$ cat src/rtl/ctrl_pkg.sv
// rtl/ctrl_pkg.sv - opcodes, control encodings and the ID/EX control bundle type
package ctrl_pkg;

    // RV32I major opcodes
    localparam logic [6:0] OPC_LUI    = 7'b0110111;
    localparam logic [6:0] OPC_AUIPC  = 7'b0010111;
    localparam logic [6:0] OPC_JAL    = 7'b1101111;
    localparam logic [6:0] OPC_JALR   = 7'b1100111;
    localparam logic [6:0] OPC_BRANCH = 7'b1100011;
    localparam logic [6:0] OPC_LOAD   = 7'b0000011;
    localparam logic [6:0] OPC_STORE  = 7'b0100011;
    localparam logic [6:0] OPC_OPIMM  = 7'b0010011;
    localparam logic [6:0] OPC_OP     = 7'b0110011;

    // func7 values recognised on R-type and immediate shifts
    localparam logic [6:0] F7_BASE    = 7'b0000000;
    localparam logic [6:0] F7_ALT     = 7'b0100000;
    localparam logic [6:0] F7_MULDIV  = 7'b0000001;

    // ALU operation encoding
    localparam logic [3:0] ALU_ADD    = 4'b0000;
    localparam logic [3:0] ALU_SUB    = 4'b0001;
    localparam logic [3:0] ALU_SLL    = 4'b0010;
    localparam logic [3:0] ALU_SLT    = 4'b0011;
    localparam logic [3:0] ALU_SLTU   = 4'b0100;
    localparam logic [3:0] ALU_XOR    = 4'b0101;
    localparam logic [3:0] ALU_SRL    = 4'b0110;
    localparam logic [3:0] ALU_SRA    = 4'b0111;
    localparam logic [3:0] ALU_OR     = 4'b1000;
    localparam logic [3:0] ALU_AND    = 4'b1001;
    localparam logic [3:0] ALU_PASS_B = 4'b1010;

    // Operand selects
    localparam logic       OPA_RS1    = 1'b0;
    localparam logic       OPA_PC     = 1'b1;
    localparam logic [1:0] OPB_RS2    = 2'b00;
    localparam logic [1:0] OPB_IMM    = 2'b01;

    // Write-back source select
    localparam logic [1:0] WB_ALU     = 2'b00;
    localparam logic [1:0] WB_MEM     = 2'b01;
    localparam logic [1:0] WB_PC4     = 2'b10;
    localparam logic [1:0] WB_MD      = 2'b11;

    // Unconditional branch kind
    localparam logic [1:0] UNCBR_NONE = 2'b00;
    localparam logic [1:0] UNCBR_JAL  = 2'b10;
    localparam logic [1:0] UNCBR_JALR = 2'b11;

    typedef struct packed {
        logic       op_a_sel;
        logic [1:0] op_b_sel;
        logic [3:0] alu_ctrl;
        logic [2:0] md_op;
        logic       is_md;
        logic       is_br;
        logic [2:0] br_type;
        logic [1:0] is_uncbr;
        logic       mem_wren;
        logic       mem_rden;
        logic [2:0] mem_size;
        logic       rd_wren;
        logic [1:0] wb_sel;
        logic       illegal;
    } ctrl_bundle_t;

    // Shared func3 -> ALU map for R-type and OP-IMM (base func7 variants)
    function automatic logic [3:0] alu_from_f3(input logic [2:0] f3);
        logic [3:0] op;
        case (f3)
            3'b000:  op = ALU_ADD;
            3'b001:  op = ALU_SLL;
            3'b010:  op = ALU_SLT;
            3'b011:  op = ALU_SLTU;
            3'b100:  op = ALU_XOR;
            3'b101:  op = ALU_SRL;
            3'b110:  op = ALU_OR;
            default: op = ALU_AND;
        endcase
        return op;
    endfunction

endpackage

$ cat src/rtl/ctrl_decode_comb.sv
// rtl/ctrl_decode_comb.sv - pure combinational RV32I(+M) instruction to control bundle decode
module ctrl_decode_comb
    import ctrl_pkg::*;
#(
    parameter bit EN_M = 1'b1
) (
    input  logic [31:0]  instr_i,
    output ctrl_bundle_t bundle_o
);

    logic [6:0] opcode;
    logic [2:0] f3;
    logic [6:0] f7;
    logic       rd_nz;
    logic       unused_bits;

    assign opcode      = instr_i[6:0];
    assign f3          = instr_i[14:12];
    assign f7          = instr_i[31:25];
    assign rd_nz       = (instr_i[11:7] != 5'd0);
    // Register indices are resolved elsewhere in the pipeline
    assign unused_bits = ^instr_i[24:15];

    ctrl_bundle_t dec;
    logic         ill;

    // Decode by opcode, then collapse any illegal encoding into an inert bundle
    always_comb begin
        dec = '0;
        ill = 1'b0;
        case (opcode)
            OPC_OP: begin
                dec.op_b_sel = OPB_RS2;
                dec.rd_wren  = rd_nz;
                dec.wb_sel   = WB_ALU;
                if (f7 == F7_BASE) begin
                    dec.alu_ctrl = alu_from_f3(f3);
                end else if (f7 == F7_ALT) begin
                    if (f3 == 3'b000)      dec.alu_ctrl = ALU_SUB;
                    else if (f3 == 3'b101) dec.alu_ctrl = ALU_SRA;
                    else                   ill = 1'b1;
                end else if (EN_M && (f7 == F7_MULDIV)) begin
                    dec.is_md  = 1'b1;
                    dec.md_op  = f3;
                    dec.wb_sel = WB_MD;
                end else begin
                    ill = 1'b1;
                end
            end
            OPC_OPIMM: begin
                dec.op_b_sel = OPB_IMM;
                dec.rd_wren  = rd_nz;
                dec.alu_ctrl = alu_from_f3(f3);
                // Shift immediates carry the shift kind in imm[11:5]
                if (f3 == 3'b001) begin
                    if (f7 != F7_BASE) ill = 1'b1;
                end else if (f3 == 3'b101) begin
                    if (f7 == F7_ALT)       dec.alu_ctrl = ALU_SRA;
                    else if (f7 != F7_BASE) ill = 1'b1;
                end
            end
            OPC_LOAD: begin
                dec.op_b_sel = OPB_IMM;
                dec.alu_ctrl = ALU_ADD;
                dec.mem_rden = 1'b1;
                dec.mem_size = f3;
                dec.rd_wren  = rd_nz;
                dec.wb_sel   = WB_MEM;
                if (!(f3 inside {3'b000, 3'b001, 3'b010, 3'b100, 3'b101})) ill = 1'b1;
            end
            OPC_STORE: begin
                dec.op_b_sel = OPB_IMM;
                dec.alu_ctrl = ALU_ADD;
                dec.mem_wren = 1'b1;
                dec.mem_size = f3;
                if (f3 > 3'b010) ill = 1'b1;
            end
            OPC_BRANCH: begin
                dec.op_b_sel = OPB_RS2;
                dec.alu_ctrl = ALU_SUB;
                dec.is_br    = 1'b1;
                dec.br_type  = f3;
                if ((f3 == 3'b010) || (f3 == 3'b011)) ill = 1'b1;
            end
            OPC_JAL: begin
                dec.op_a_sel = OPA_PC;
                dec.op_b_sel = OPB_IMM;
                dec.alu_ctrl = ALU_ADD;
                dec.is_uncbr = UNCBR_JAL;
                dec.rd_wren  = rd_nz;
                dec.wb_sel   = WB_PC4;
            end
            OPC_JALR: begin
                dec.op_a_sel = OPA_RS1;
                dec.op_b_sel = OPB_IMM;
                dec.alu_ctrl = ALU_ADD;
                dec.is_uncbr = UNCBR_JALR;
                dec.rd_wren  = rd_nz;
                dec.wb_sel   = WB_PC4;
                if (f3 != 3'b000) ill = 1'b1;
            end
            OPC_LUI: begin
                dec.op_b_sel = OPB_IMM;
                dec.alu_ctrl = ALU_PASS_B;
                dec.rd_wren  = rd_nz;
            end
            OPC_AUIPC: begin
                dec.op_a_sel = OPA_PC;
                dec.op_b_sel = OPB_IMM;
                dec.alu_ctrl = ALU_ADD;
                dec.rd_wren  = rd_nz;
            end
            default: ill = 1'b1;
        endcase
        if (ill) begin
            dec         = '0;
            dec.illegal = 1'b1;
        end
    end

    assign bundle_o = dec;

endmodule

$ cat src/rtl/ctrl_decode_stage.sv
// rtl/ctrl_decode_stage.sv - registered ID stage: decode, M-op latency hold and valid/ready output
module ctrl_decode_stage
    import ctrl_pkg::*;
#(
    parameter bit          EN_M    = 1'b1,
    parameter int unsigned MUL_LAT = 1,
    parameter int unsigned DIV_LAT = 32
) (
    input  logic        clk_i,
    input  logic        rst_i,
    input  logic        flush_i,
    input  logic [31:0] instr_i,
    input  logic        in_valid_i,
    output logic        in_ready_o,
    output logic        out_valid_o,
    input  logic        out_ready_i,
    output logic        op_a_sel_o,
    output logic [1:0]  op_b_sel_o,
    output logic [3:0]  alu_ctrl_o,
    output logic [2:0]  md_op_o,
    output logic        is_md_o,
    output logic        is_br_o,
    output logic [2:0]  br_type_o,
    output logic [1:0]  is_uncbr_o,
    output logic        mem_wren_o,
    output logic        mem_rden_o,
    output logic [2:0]  mem_size_o,
    output logic        rd_wren_o,
    output logic [1:0]  wb_sel_o,
    output logic        illegal_o
);

    localparam int            CW      = $clog2(DIV_LAT + 1);
    localparam logic [CW-1:0] MUL_CNT = CW'(MUL_LAT - 1);
    localparam logic [CW-1:0] DIV_CNT = CW'(DIV_LAT - 1);

    typedef enum logic [1:0] {
        ST_EMPTY = 2'b00,
        ST_HOLD  = 2'b01,
        ST_FULL  = 2'b10
    } state_t;

    state_t        state_q, state_d;
    logic [CW-1:0] cnt_q, cnt_d;
    ctrl_bundle_t  bundle_q, bundle_d;
    ctrl_bundle_t  dec_bundle;
    logic          accept;
    logic [CW-1:0] cnt_ld;

    ctrl_decode_comb #(
        .EN_M (EN_M)
    ) u_decode (
        .instr_i  (instr_i),
        .bundle_o (dec_bundle)
    );

    // Reset and flush block acceptance so nothing enters in those cycles
    assign in_ready_o = !rst_i && !flush_i &&
                        ((state_q == ST_EMPTY) || ((state_q == ST_FULL) && out_ready_i));
    assign accept     = in_valid_i && in_ready_o;
    assign cnt_ld     = dec_bundle.md_op[2] ? DIV_CNT : MUL_CNT;

    // Next state, latency counter and bundle capture
    always_comb begin
        state_d  = state_q;
        cnt_d    = cnt_q;
        bundle_d = bundle_q;
        if (flush_i) begin
            state_d  = ST_EMPTY;
            cnt_d    = '0;
            bundle_d = '0;
        end else if (accept) begin
            bundle_d = dec_bundle;
            if (dec_bundle.is_md && (cnt_ld != '0)) begin
                state_d = ST_HOLD;
                cnt_d   = cnt_ld;
            end else begin
                state_d = ST_FULL;
                cnt_d   = '0;
            end
        end else begin
            case (state_q)
                ST_HOLD: begin
                    cnt_d = cnt_q - 1'b1;
                    if (cnt_q == CW'(1)) state_d = ST_FULL;
                end
                ST_FULL: begin
                    if (out_ready_i) state_d = ST_EMPTY;
                end
                default: state_d = ST_EMPTY;
            endcase
        end
    end

    // State, counter and bundle registers
    always_ff @(posedge clk_i) begin
        if (rst_i) begin
            state_q  <= ST_EMPTY;
            cnt_q    <= '0;
            bundle_q <= '0;
        end else begin
            state_q  <= state_d;
            cnt_q    <= cnt_d;
            bundle_q <= bundle_d;
        end
    end

    assign out_valid_o = (state_q == ST_FULL);
    assign op_a_sel_o  = bundle_q.op_a_sel;
    assign op_b_sel_o  = bundle_q.op_b_sel;
    assign alu_ctrl_o  = bundle_q.alu_ctrl;
    assign md_op_o     = bundle_q.md_op;
    assign is_md_o     = bundle_q.is_md;
    assign is_br_o     = bundle_q.is_br;
    assign br_type_o   = bundle_q.br_type;
    assign is_uncbr_o  = bundle_q.is_uncbr;
    assign mem_wren_o  = bundle_q.mem_wren;
    assign mem_rden_o  = bundle_q.mem_rden;
    assign mem_size_o  = bundle_q.mem_size;
    assign rd_wren_o   = bundle_q.rd_wren;
    assign wb_sel_o    = bundle_q.wb_sel;
    assign illegal_o   = bundle_q.illegal;

endmodule

$ cat config.mk
export PLATFORM = sky130hd
export DESIGN_NAME = ctrl_decode_stage
export DESIGN_NICKNAME = d
export VERILOG_FILES = /design/src/rtl/ctrl_pkg.sv /design/src/rtl/ctrl_decode_comb.sv /design/src/rtl/ctrl_decode_stage.sv
export SDC_FILE = /design/constraint.sdc
export NUM_CORES = 1
export LEC_CHECK = 0
export ABC_AREA = 0
export BUFFER_PORTS_ARGS = -buffer_cell sky130_fd_sc_hd__buf_4
export CAP_MARGIN = 25
export CORE_MARGIN = 1.5
export CORE_UTILIZATION = 45
export CTS_BUF_LIST = sky130_fd_sc_hd__clkbuf_16
export DETAILED_ROUTE_END_ITERATION = 10
export PLACE_DENSITY = 0.82
export SYNTH_ARGS = -nofsm -noshare
export SYNTH_HDL_FRONTEND = slang
export SYNTH_SLANG_ARGS = --single-unit
$ cat constraint.sdc
create_clock -name clk_i -period 3.95 [get_ports clk_i]
set_clock_uncertainty 0.1 [all_clocks]
set_input_delay 0.5925 -clock clk_i [delete_from_list [all_inputs] [get_ports clk_i]]
set_output_delay 0.5925 -clock clk_i [all_outputs]
set_load 0.005 [all_outputs]
; ---- Word level (Yosys, flattened, before mapping)
; Cells that the tools add are included.
[totals]
register_bits = 34
wordCells = 114
[classes]
add_sub_neg = 1
magnitude_cmp = 1
n_eq_ne = 22
mux = 48
n_reduce_logical = 26
[ops]
columns = op, n
row1 = $mux W4, 11
row2 = $eq A7 B6 Y1 const B, 4
row3 = $pmux W4 S7, 1
row4 = $mux W26, 1
row5 = $pmux W5 S5, 1
row6 = $eq A7 B7 Y1 const B, 3
row7 = $mux W1, 17
row8 = $eq A7 B5 Y1 const B, 2
row9 = $mux W2, 7
row10 = $mux W6, 2
row11 = $mux W5, 2
row12 = $reduce_bool A5 Y1, 2
row13 = $eq A3 B3 Y1 const B, 3
row14 = $pmux W2 S2, 2
row15 = $reduce_or A2 Y1, 4
row16 = $eq A7 B1 Y1 const B, 1
row17 = $eq A7 B2 Y1 const B, 1
row18 = $logic_not A7 Y1, 1
row19 = $pmux W1 S7, 1
row20 = $reduce_bool A7 Y1, 1
row21 = $reduce_or A7 Y1, 1
row22 = $eq A3 B2 Y1 const B, 2
row23 = $eq A6 B1 Y1 const B, 1
row24 = $mux W3, 2
row25 = 19 further kinds, 25

; ---- Longest topological paths before layout
[logic_depth]
word_depth = 12
depth_mapped = 7
ltp_nobuf = 7

; ---- Hierarchy
; From an unflattened synthesis, not the netlist that was laid out.
[hier_totals]
hier_cells = 280
area_unflattened_um2 = 2130.8
[modules_own_cells]
columns = module, instances, cells_each, area_each_um2
row1 = ctrl_decode_stage, 1, 179, 1442.6
row2 = ctrl_decode_comb, 1, 101, 688.2

; ---- Worst setup path after synthesis
; No wires, ideal clock.
[synth_timing]
path_type = input port to flip-flop
startpoint = input port instr_i[6]
endpoint = register bundle_q (netlist bit alu_ctrl_o[0])
setup_ns = 0.117
arrival_time_ns = 2.113
required_time_ns = 3.733
slack_ns = 1.620
stages = 7
n_path_buf = 2
cell_sequence = buf_2 > or3b_4 > nor4_4 > nand3b_2 > and3_1 > buf_6 > a32o_1
[synth_via]
elab_chain_cells = 4
[synth_rtl]
columns = item, line
row1 = from (decl), ctrl_decode_stage.sv:12  ; input logic [31:0] instr_i,
row2 = $eq A7 B2 Y1 (tied with other cells), ctrl_decode_comb.sv:31  ; case (opcode)
row3 = $reduce_or A5 Y1 (no source line) / $reduce_or A3 Y1 (equally long branches), n/a
row4 = $pmux W5 S5 / $pmux W1 S7 (equally long branches), ctrl_decode_comb.sv:31
row5 = $mux W26 *, ctrl_decode_comb.sv:115  ; if (ill) begin
row6 = to (signal assigned), ctrl_decode_stage.sv:104  ; bundle_q <= bundle_d;
row7 = to (decl), ctrl_decode_stage.sv:45  ; ctrl_bundle_t bundle_q, bundle_d;
; Every way passes the cells marked *; elsewhere a longest branch is shown, timed or not.
; A chain may end at the register's enable or synchronous reset.

; ---- Worst setup path after layout
[layout_timing]
startpoint = input port flush_i
endpoint = register cnt_q[3]
[layout_via]
elab_chain_cells = 5
[layout_rtl]
columns = item, line
row1 = from (decl), ctrl_decode_stage.sv:11  ; input logic flush_i,
row2 = $logic_not A1 Y1, ctrl_decode_stage.sv:58  ; assign in_ready_o = !rst_i && !flush_i &&
row3 = $logic_and A1 B1 Y1 (2 in series), ctrl_decode_stage.sv:58
row4 = $logic_and A1 B1 Y1, ctrl_decode_stage.sv:60  ; assign accept = in_valid_i && in_ready_o;
row5 = $mux W6 / $reduce_bool A2 Y1 (equally long branches), n/a
row6 = to (signal assigned), ctrl_decode_stage.sv:103  ; cnt_q <= cnt_d;
row7 = to (decl), ctrl_decode_stage.sv:44  ; logic [CW-1:0] cnt_q, cnt_d;
; Parallel ways exist; a longest one is shown, timed or not.

==> impl_metrics.tcl <==
set metrics [dict create \
    finalWeightedCongestion 0.868 \
    wl_um 4440 \
    layout-drive-gt1-share 0.267 \
    rsz0062_at_grt "no" \
    antennaDiodeCount 0 \
    antenna_found_initial 0 \
    async_flop_share 0 \
    io_buffers 53 \
    required_ns 4.07 \
    root_buffer "clkbuf_16" \
    fin_setup_tns_ns 0 \
    htreeDepth 2 \
    worstPathArrival_ns 2.49 \
    drtIter0Drc 113 \
    synthCells 221 \
    cts_resized 0 \
    num_rows 22 \
    synthFlopType "dfxtp_1" \
    cts_tree "done" \
    core_area_mm2 0.00374 \
    final_max_slew_viol_count 0 \
    drc_errors 0 \
    yosys-top-cells-area "dfxtp_1 37%, nand2_1 7.1%, o21ai_1 3.6%" \
    synth.net_count 260 \
    grt_pass1_vias 1719 \
    placed_area_mm2 0.00218 \
    synth_edf_count 0 \
    final_cell_area_mm2 0.00237 \
    fin_util 0.634 \
    grtUsageTotal 0.218 \
    clk_pin_slew_ns 0.05 \
    ys_seq_area_frac 0.370 \
    grt_pass1_wl_um 7420 \
    crit_path_start_kind "input port" \
    finalHoldViolations 0 \
    gr-total-overflow 0 \
    wl_per_cell_um 14.0 \
    clock_latency_ns 0.27 \
    nNetsFinal 308 \
    p_per_area_mw_per_mm2 384 \
    report.final.setup_viol 0 \
    status "completed" \
    synth_area_mm2 0.00179 \
    dpl.cell_count 310 \
    drtPass1Iterations 4 \
    ys_warn_count 0 \
    hold_buffers 0 \
    worstPathMaxFanout 4 \
    die_h_um 66.0 \
    ys_ff_latch 33 \
    die_area_mm2 0.00435 \
    cts_sinks 33 \
    ioPinCount 65 \
    start_util 0.477 \
    path_class "input port to flip-flop" \
    grt_max_degree 14 \
    worst_slew_pin_slew_ns 0.749 \
    cellLeakagePower_nw 0.994 \
    vias 1815 \
    finalNonFillerCells 318 \
    drv_cap 0 \
    postCtsSetupRepairBufs 0 \
    period_minus_slack_ns 2.37 \
    fp.dieW_um 66.0 \
    fmax_mhz 422 \
    synth_top_area_frac 0.370 \
    finalCritPeriodShare 0.600 \
    cts_buffers 5 \
    syn_to_final_growth_pct 32.9 \
    avgSynthCellArea_um2 8.08 \
    dp_hpwl_um 3360 \
    cts_buffer_depth 2 \
    synth.distinct_cells 54 \
    hold_ws_ns 0.339 \
    hold_class "flip-flop to flip-flop" \
    antenna_left 0 \
    viasPerCell 5.71 \
    yosys.area.top_type "dfxtp_1" \
    nFillCells 334 \
    relSlewSlack 0.487 \
    worst_setup_path_end_kind "flip-flop" \
    irDropWorstVdd_v 0.000192 \
]
==> cells by family after synthesis <==
group / count (synthesis) / synth area share
AND/OR/NAND/NOR: 103 / 0.331
flip-flops: 33 / 0.370
XOR/XNOR: 4 / 0.0196
buffers and inverters: 21 / 0.0547
adder cells (fa/ha/maj): 2 / 0.0140
AO/OA/AOI/OAI: 57 / 0.209
other: 1 / 0.00210
==> through the flow <==
stage	power, mW	worst slack (ns)
after floorplan	0.389	1.62
after global placement	0.420	1.35
after detailed placement	0.422	1.37
after CTS	0.913	1.58
after global routing	0.933	1.41
final	0.910	1.58
==> critical path, cell delays in order <==
cell and delay (ns):
buf_4 0.12, or3b_1 0.42, nor4b_1 0.54, nand3_1 0.34, nor2_1 0.25, o221a_1 0.22
==> worst paths after layout <==
path,startpoint,to,slack (ns),cells past startpoint
hold / removal,is_md_o$_SDFFE_PN0P_,is_md_o$_SDFFE_PN0P_,0.34,2
setup reg to reg,state_q[1]$_SDFFE_PN0P_,cnt_q[3]$_SDFFE_PN0P_,1.91,5
setup / recovery,flush_i,cnt_q[3]$_SDFFE_PN0P_,1.58,6
hold reg to reg,is_md_o$_SDFFE_PN0P_,is_md_o$_SDFFE_PN0P_,0.34,2
==> cell usage after synthesis, drive strengths merged, types with 6 or more instances <==
cell and number:
inv 8, a21oi 11, buf 8, nor2 15, nand2 34, nand4 6, nor2b 7, dfxtp 33
o21ai 21, nor3 9
==> routing by layer <==
metal  GRT usage  share of wire
met2       0.366           0.48
met1       0.277           0.45
met3      0.0426          0.060
met4      0.0791          0.011
met5           0              0
==> state kept, by name, indices dropped and copies added, names as in the netlist <==
name        flops
is_uncbr_o      2
rd_wren_o       1
alu_ctrl_o      4
is_br_o         1
md_op_o         3
mem_rden_o      1
op_a_sel_o      1
br_type_o       3
cnt_q           6
mem_wren_o      1
op_b_sel_o      1
mem_size_o      3
illegal_o       1
state_q         2
wb_sel_o        2
is_md_o         1
==> cell type report <==
class                           count  area [µm²]  area share
Multi-Input combinational cell    167        1030       0.433
Inverter                            8        30.0      0.0127
Sequential cell                    33         661       0.278
Clock inverter                      3        65.1      0.0274
Timing Repair Buffer               54         405       0.171
Tap cell                           48        60.1      0.0253
Clock buffer                        5         125      0.0527
==> where the power goes <==
group	leakage (nW)	internal, mW	switching (mW)	total, mW
registers	0.266	0.335	0.00114	0.336
logic	0.634	0.0352	0.0453	0.0805
clock network	0.0938	0.360	0.134	0.494
==> cells in the final DEF (no fill, tap or decap), types with 5 or more instances in the layout <==
| cell type | netlist | final |
|---|---|---|
| buf_4 | 1 | 54 |
| nand2_1 | 34 | 34 |
| dfxtp_1 | 33 | 33 |
| nor2_1 | 15 | 15 |
| o21ai_1 | 13 | 13 |
| a21oi_1 | 11 | 11 |
| o21ai_0 | 8 | 8 |
| inv_1 | 7 | 7 |
| nor2b_1 | 7 | 7 |
| nor3_1 | 7 | 7 |
| nand3_1 | 5 | 5 |
| a22o_1 | 5 | 5 |
| nand4_1 | 5 | 5 |
| clkbuf_16 | 0 | 5 |
No activity file was read; power rests on OpenSTA's default activity.
